==> config.mk <==
export PLATFORM = sky130hd
export DESIGN_NAME = adc_acq_wingen_multi_flat
export DESIGN_NICKNAME = d
export VERILOG_FILES = /design/src/rtl/adc_acq_wingen_multi_if.sv /design/src/rtl/adc_acq_wingen_multi.sv /design/src/flat_wrapper.sv
export SDC_FILE = /design/constraint.sdc
export NUM_CORES = 1
export LEC_CHECK = 0
export CORE_ASPECT_RATIO = 0.7
export CORE_MARGIN = 2
export CORE_UTILIZATION = 50
export CTS_CLUSTER_SIZE = 30
export DETAILED_ROUTE_END_ITERATION = 7
export PLACE_DENSITY = 0.78
export SLEW_MARGIN = 10
export SYNTH_ARGS = -nofsm -noshare
export SYNTH_HDL_FRONTEND = slang
export SYNTH_SLANG_ARGS = --single-unit
==> constraint.sdc <==
create_clock -name CLK -period 6.1 [get_ports CLK]
set_clock_uncertainty 0.15 [all_clocks]
set_input_delay 1.22 -clock CLK [delete_from_list [all_inputs] [get_ports CLK]]
set_output_delay 1.22 -clock CLK [all_outputs]
set_load 0.1 [all_outputs]
==> src/rtl/adc_acq_wingen_multi_if.sv <==
// Bus bundle for the multi-echo ADC acquisition window generator.
// The master drives the count inputs and ACQ_WND; the slave (the generator) drives the status outputs.
interface adc_acq_wingen_multi_if #(
    parameter int DATABUS_WIDTH = 32
);
    logic [DATABUS_WIDTH-1:0] ADC_INIT_DELAY;
    logic [DATABUS_WIDTH-1:0] SAMPLES_PER_ECHO;
    logic [DATABUS_WIDTH-1:0] NUM_ECHOES;
    logic [DATABUS_WIDTH-1:0] ECHO_GAP;
    logic                     ACQ_WND;
    logic                     ACQ_EN;
    logic                     ACQ_START;
    logic                     ACQ_DONE;
    logic                     ACQ_ABORT;
    logic                     BUSY;
    logic [DATABUS_WIDTH-1:0] ECHO_IDX;
    logic [7:0]               RETRIG_CNT;

    modport master (
        output ADC_INIT_DELAY, SAMPLES_PER_ECHO, NUM_ECHOES, ECHO_GAP, ACQ_WND,
        input  ACQ_EN, ACQ_START, ACQ_DONE, ACQ_ABORT, BUSY, ECHO_IDX, RETRIG_CNT
    );

    modport slave (
        input  ADC_INIT_DELAY, SAMPLES_PER_ECHO, NUM_ECHOES, ECHO_GAP, ACQ_WND,
        output ACQ_EN, ACQ_START, ACQ_DONE, ACQ_ABORT, BUSY, ECHO_IDX, RETRIG_CNT
    );
endinterface

==> src/rtl/adc_acq_wingen_multi.sv <==
// Multi-echo ADC acquisition window generator: delay, then NUM_ECHOES windows separated by gaps.
// Optional feature macro: ACQ_WINGEN_ABORT_EN (ACQ_WND falling mid-train aborts the train).
module adc_acq_wingen_multi #(
    parameter int DATABUS_WIDTH = 32,
    parameter int SYNC_STAGES   = 2
) (
    input  logic                  CLK,
    input  logic                  RESET,
    adc_acq_wingen_multi_if.slave bus
);

    localparam int SYNC_N = (SYNC_STAGES < 2) ? 2 : SYNC_STAGES;
    localparam logic [DATABUS_WIDTH-1:0] ONE = DATABUS_WIDTH'(1);

    localparam logic [1:0] ST_IDLE  = 2'd0;
    localparam logic [1:0] ST_DELAY = 2'd1;
    localparam logic [1:0] ST_ACQ   = 2'd2;
    localparam logic [1:0] ST_GAP   = 2'd3;

    logic [SYNC_N-1:0]        r_sync;
    logic                     r_sync_prev;
    logic                     r_trig;
    logic [1:0]               r_state;
    logic [DATABUS_WIDTH-1:0] r_cnt;
    logic [DATABUS_WIDTH-1:0] r_samples;
    logic [DATABUS_WIDTH-1:0] r_num;
    logic [DATABUS_WIDTH-1:0] r_gap;
    logic [DATABUS_WIDTH-1:0] r_echo_idx;
    logic [7:0]               r_retrig;
    logic                     r_acq_en;
    logic                     r_acq_start;
    logic                     r_acq_done;
    logic                     r_acq_abort;
    logic                     r_busy;

    logic                     w_sync;
    logic                     w_abort;
    logic                     w_cnt_zero;
    logic                     w_last_echo;
    logic                     w_zero_cfg;
    logic [DATABUS_WIDTH-1:0] w_delay_m1;

    assign w_sync      = r_sync[SYNC_N-1];
    assign w_cnt_zero  = (r_cnt == '0);
    assign w_last_echo = (r_echo_idx == r_num - ONE);
    assign w_zero_cfg  = (bus.SAMPLES_PER_ECHO == '0) || (bus.NUM_ECHOES == '0);
    assign w_delay_m1  = (bus.ADC_INIT_DELAY == '0) ? '0 : bus.ADC_INIT_DELAY - ONE;

`ifdef ACQ_WINGEN_ABORT_EN
    assign w_abort = (r_state != ST_IDLE) && !w_sync;
`else
    assign w_abort = 1'b0;
`endif

    // Trigger is registered once more after the edge compare, so edges during a train are consumed.
    always_ff @(posedge CLK or posedge RESET) begin
        if (RESET) begin
            r_sync      <= '0;
            r_sync_prev <= 1'b0;
            r_trig      <= 1'b0;
        end else begin
            // NOTE: non-blocking assignments let the chain shift one stage per clock regardless of statement order.
            r_sync      <= {r_sync[SYNC_N-2:0], bus.ACQ_WND};
            r_sync_prev <= w_sync;
            r_trig      <= w_sync & ~r_sync_prev;
        end
    end

    always_ff @(posedge CLK or posedge RESET) begin
        if (RESET) begin
            r_retrig <= '0;
        end else if (r_trig && (r_state != ST_IDLE) && (r_retrig != 8'hFF)) begin
            r_retrig <= r_retrig + 8'd1;
        end
    end

    always_ff @(posedge CLK or posedge RESET) begin
        if (RESET) begin
            r_state     <= ST_IDLE;
            r_cnt       <= '0;
            r_samples   <= '0;
            r_num       <= '0;
            r_gap       <= '0;
            r_echo_idx  <= '0;
            r_acq_en    <= 1'b0;
            r_acq_start <= 1'b0;
            r_acq_done  <= 1'b0;
            r_acq_abort <= 1'b0;
            r_busy      <= 1'b0;
        end else begin
            r_acq_start <= 1'b0;
            r_acq_done  <= 1'b0;
            r_acq_abort <= 1'b0;
            if (w_abort) begin
                r_state     <= ST_IDLE;
                r_acq_en    <= 1'b0;
                r_busy      <= 1'b0;
                r_echo_idx  <= '0;
                r_acq_abort <= 1'b1;
            end else begin
                case (r_state)
                    ST_IDLE: begin
                        if (r_trig) begin
                            r_samples <= bus.SAMPLES_PER_ECHO;
                            r_num     <= bus.NUM_ECHOES;
                            r_gap     <= bus.ECHO_GAP;
                            if (w_zero_cfg) begin
                                r_acq_done <= 1'b1;
                            end else begin
                                r_state <= ST_DELAY;
                                r_cnt   <= w_delay_m1;
                                r_busy  <= 1'b1;
                            end
                        end
                    end
                    ST_DELAY: begin
                        if (w_cnt_zero) begin
                            r_state     <= ST_ACQ;
                            r_cnt       <= r_samples - ONE;
                            r_acq_en    <= 1'b1;
                            r_acq_start <= 1'b1;
                        end else begin
                            r_cnt <= r_cnt - ONE;
                        end
                    end
                    ST_ACQ: begin
                        if (!w_cnt_zero) begin
                            r_cnt <= r_cnt - ONE;
                        end else if (w_last_echo) begin
                            r_state    <= ST_IDLE;
                            r_acq_en   <= 1'b0;
                            r_busy     <= 1'b0;
                            r_acq_done <= 1'b1;
                            r_echo_idx <= '0;
                        end else begin
                            r_echo_idx <= r_echo_idx + ONE;
                            if (r_gap == '0) begin
                                // Zero gap: the next echo starts immediately with ACQ_EN held high.
                                r_cnt       <= r_samples - ONE;
                                r_acq_start <= 1'b1;
                            end else begin
                                r_state  <= ST_GAP;
                                r_cnt    <= r_gap - ONE;
                                r_acq_en <= 1'b0;
                            end
                        end
                    end
                    ST_GAP: begin
                        if (w_cnt_zero) begin
                            r_state     <= ST_ACQ;
                            r_cnt       <= r_samples - ONE;
                            r_acq_en    <= 1'b1;
                            r_acq_start <= 1'b1;
                        end else begin
                            r_cnt <= r_cnt - ONE;
                        end
                    end
                    default: r_state <= ST_IDLE;
                endcase
            end
        end
    end

    assign bus.ACQ_EN     = r_acq_en;
    assign bus.ACQ_START  = r_acq_start;
    assign bus.ACQ_DONE   = r_acq_done;
    assign bus.ACQ_ABORT  = r_acq_abort;
    assign bus.BUSY       = r_busy;
    assign bus.ECHO_IDX   = r_echo_idx;
    assign bus.RETRIG_CNT = r_retrig;

endmodule

==> src/flat_wrapper.sv <==
// flat-port wrapper written by rule: the top's interface ports become plain ports
module adc_acq_wingen_multi_flat 
#(
    parameter int DATABUS_WIDTH = 32,
    parameter int SYNC_STAGES   = 2
)
  (CLK, RESET, bus_ADC_INIT_DELAY, bus_SAMPLES_PER_ECHO, bus_NUM_ECHOES, bus_ECHO_GAP, bus_ACQ_WND, bus_ACQ_EN, bus_ACQ_START, bus_ACQ_DONE, bus_ACQ_ABORT, bus_BUSY, bus_ECHO_IDX, bus_RETRIG_CNT);
  adc_acq_wingen_multi_if #(.DATABUS_WIDTH(DATABUS_WIDTH)) bus_i ();
  input  logic CLK;
  input  logic RESET;
  input wire logic [$bits(bus_i.ADC_INIT_DELAY)-1:0] bus_ADC_INIT_DELAY;
  input wire logic [$bits(bus_i.SAMPLES_PER_ECHO)-1:0] bus_SAMPLES_PER_ECHO;
  input wire logic [$bits(bus_i.NUM_ECHOES)-1:0] bus_NUM_ECHOES;
  input wire logic [$bits(bus_i.ECHO_GAP)-1:0] bus_ECHO_GAP;
  input wire logic [$bits(bus_i.ACQ_WND)-1:0] bus_ACQ_WND;
  output wire logic [$bits(bus_i.ACQ_EN)-1:0] bus_ACQ_EN;
  output wire logic [$bits(bus_i.ACQ_START)-1:0] bus_ACQ_START;
  output wire logic [$bits(bus_i.ACQ_DONE)-1:0] bus_ACQ_DONE;
  output wire logic [$bits(bus_i.ACQ_ABORT)-1:0] bus_ACQ_ABORT;
  output wire logic [$bits(bus_i.BUSY)-1:0] bus_BUSY;
  output wire logic [$bits(bus_i.ECHO_IDX)-1:0] bus_ECHO_IDX;
  output wire logic [$bits(bus_i.RETRIG_CNT)-1:0] bus_RETRIG_CNT;
  assign bus_i.ADC_INIT_DELAY = bus_ADC_INIT_DELAY;
  assign bus_i.SAMPLES_PER_ECHO = bus_SAMPLES_PER_ECHO;
  assign bus_i.NUM_ECHOES = bus_NUM_ECHOES;
  assign bus_i.ECHO_GAP = bus_ECHO_GAP;
  assign bus_i.ACQ_WND = bus_ACQ_WND;
  assign bus_ACQ_EN = bus_i.ACQ_EN;
  assign bus_ACQ_START = bus_i.ACQ_START;
  assign bus_ACQ_DONE = bus_i.ACQ_DONE;
  assign bus_ACQ_ABORT = bus_i.ACQ_ABORT;
  assign bus_BUSY = bus_i.BUSY;
  assign bus_ECHO_IDX = bus_i.ECHO_IDX;
  assign bus_RETRIG_CNT = bus_i.RETRIG_CNT;
  adc_acq_wingen_multi #(.DATABUS_WIDTH(DATABUS_WIDTH), .SYNC_STAGES(SYNC_STAGES)) u_core (.CLK(CLK), .RESET(RESET), .bus(bus_i));
endmodule
==> results.cfg <==
[grt]
antenna_found_initial = 1
use_met1_pct = 45.4
grt_busiest_layer = met1
grt_pass1_wl_microns = 58500
use_met2_pct = 40.5
grt_max_degree = 179
grt_util_all_layers_pct = 30.3
grt_pass1_vias = 10400
met3_usage_pct = 9.98
grt.overflow.total = 0

[final_layout]
insertedDiodeCount = 0
drive_above_1_share_pct = 11.3
nNetsFinal = 1570
area_delta_synth_final_pct = 22.3
fill_cells = 1890
final_core_util_pct = 62.7
final_cells = 1754

[synthesis]
synth.top_cell.area_share_pct = 38.1
synth_async_sr_flop_share_pct = 100
synth.avg_cell_area_sq_um = 9.12
syn-num-nets = 1421
synth_top_area_cell = dfrtp_1
synth_most_common_cell = dfrtp_1
synth_commonest_cells = dfrtp_1, nor2_1, nand2_1
syn_inst = 1281
syn_area_sq_mm = 0.0117
synth_seq_cells = 178
synth_area_leaders = dfrtp_1, mux2_2, xnor2_1, xor2_1, nor2_1
synth_flop_cell = dfrtp_1
ys.warnings.count = 0
ys_types = 74
synth_edf_count = 0
yosysSeqAreaShare_pct = 38.1

[timing]
fmax_mhz = 225
worst_pin_slew_ns = 1.22
period_share_pct = 72.8
setup_viol = 0
finalSetupTns_ns = 0
whs_ns = 0.225
period_needed_ns = 4.44
relSlewSlack_pct = 18.0
grt_setup_unrepaired = false
report.final.slew_viol_count = 0
hold_viol = 0

[critical_path]
crit_arrival_ns = 4.61
crit_type = reg -> reg
slowest_delay_ns = 0.92
cp_cell_sequence = nor4_1, and4_1, a41oi_1, a32oi_1, nor4_2, nand4_1, buf_4, and2_1, mux2_4
crit_slowest_cell = nor4_1
ff2ff_setup_slack_ns = 1.66
path_buf_inv = 1
cp.required_ns = 6.27
endpoint_kind = flop
worstSetupStartpointType = flop
crit_family = simple AND/OR/NAND/NOR gates
crit_fanout = 31

[pwr]
total_power_w = 0.00524
power.density_mw_per_mm2 = 367
p_leak_nw = 5.34
ir_drop_mv = 0.304

[run]
maxCapViolCount = 0

[route]
drcViolationCount = 0
drtIter0Drc = 1140
wire_per_inst_microns = 21.4
totalWireLength_microns = 37500
drtPass1Iterations = 5
route.vias.total = 11100
vias_per_cell = 6.33
ant_nets = 0

[clock_network]
htreeDepth = 4
cts_hold_buf = 0
clock_sinks = 178
cts_setup_buffers = 0
root_buffer = clkbuf_16
cts_tree = built
clkLatencyLatePin_ns = 0.44
clk_pin_slew_ns = 0.08
cts_buffers = 17
cts_resized = 0
cts-root-to-sink-buffers = 2

[die]
fp.coreArea_sq_mm = 0.0228
rows = 46
initial_core_util_pct = 51.3
die_w_microns = 187
pin_count = 176
die-area_sq_mm = 0.0246
die_h_microns = 132

[placed_design]
gp_congestion = 0.981
place_inst = 1723
io_buffer_count = 174
dp_hpwl_microns = 27600

[worst_hold_path]
min_path_type = reg -> reg

[outcome]
status = finished, final reports clean
final cells by class:
cell class | instances | area [sq um] | area share (%)
inverter | 27 | 105 | 0.736
sequential | 178 | 4450 | 31.2
clock buffer | 19 | 443 | 3.10
tap | 312 | 390 | 2.73
clock inverter | 12 | 156 | 1.09
multi-input combinational | 1018 | 6880 | 48.2
timing repair buffer | 188 | 1860 | 13.0
metal layers:
metal	routed length [microns]	share of wire [%]
met1	17100	46
met2	14800	39
met3	4610	12
met4	1030	2.7
met5	7	0.019
power breakdown:
group          internal, W  switching [W]
clock network     0.000657       0.000498
logic             0.000885       0.000998
registers          0.00158       0.000629
total              0.00312        0.00213
state kept, by name, summed over array words and instances, names as in the netlist, 2 cells and up:
| name | cells |
|---|---|
| u_core.bus.ECHO_IDX | 32 |
| u_core.r_cnt | 32 |
| u_core.r_gap | 32 |
| u_core.r_num | 32 |
| u_core.r_samples | 32 |
| u_core.bus.RETRIG_CNT | 8 |
| u_core.r_state | 2 |
| u_core.r_sync | 2 |
path summary, 6_finish.rpt:
kind / from / end / depth (start not counted)
max: u_core.r_num[16] / u_core.r_cnt[25] / 9
min: u_core.r_sync[0] / u_core.r_sync[1] / 0
max reg2reg: u_core.r_num[16] / u_core.r_cnt[25] / 9
min reg2reg: u_core.r_sync[0] / u_core.r_sync[1] / 0
max in group asynchronous: RESET / u_core.r_sync[1] / 3
min in group asynchronous: RESET / u_core.bus.ECHO_IDX[6] / 3
through the flow:
stage / area (sq um) / worst slack [ns]
final: 14300 / 1.66
after global routing: 14300 / 1.53
after CTS: 14300 / 1.78
after detailed placement: 13700 / 1.33
after global placement: 13700 / 1.47
after floorplan: 11700 / 2.24
cells in the final DEF, fill, tap and decap left out, types with 5 or more instances in the layout:
| cell type | n |
|---|---|
| o21ai_0 | 44 |
| a21o_1 | 6 |
| mux2i_1 | 5 |
| xor2_1 | 70 |
| buf_4 | 13 |
| and4_1 | 6 |
| clkdlybuf4s50_1 | 174 |
| xnor2_1 | 83 |
| inv_1 | 26 |
| a21oi_1 | 57 |
| ha_1 | 9 |
| dfrtp_1 | 178 |
| o2bb2ai_1 | 17 |
| nand2_1 | 92 |
| nand3_1 | 45 |
| or2_2 | 8 |
| nand2b_1 | 8 |
| a31oi_1 | 9 |
| nor4_1 | 66 |
| nor2b_1 | 7 |
| a211oi_1 | 5 |
| o22ai_1 | 45 |
| nor3_1 | 47 |
| o211ai_1 | 6 |
| nand4_1 | 32 |
| nor4b_1 | 5 |
| clkbuf_16 | 17 |
| or4_1 | 21 |
| or3_1 | 23 |
| and3_1 | 15 |
| and2_1 | 8 |
| nor2_1 | 109 |
| nor3b_1 | 6 |
| mux2_2 | 87 |
cell families (layout without fill, tap and decap cells):
| group | Yosys count | after routing | synth area share [%] |
|---|---|---|---|
| other | 1 | 1 | 0.0321 |
| XOR/XNOR | 153 | 153 | 11.5 |
| AND/OR/NAND/NOR | 527 | 527 | 24.3 |
| AO/OA/AOI/OAI | 232 | 232 | 12.7 |
| adder cells (fa/ha/maj) | 9 | 9 | 0.964 |
| buffers and inverters | 85 | 246 | 3.06 |
| multiplexers | 96 | 96 | 9.33 |
| flip-flops | 178 | 178 | 38.1 |
(Power assumes the default switching activity.)
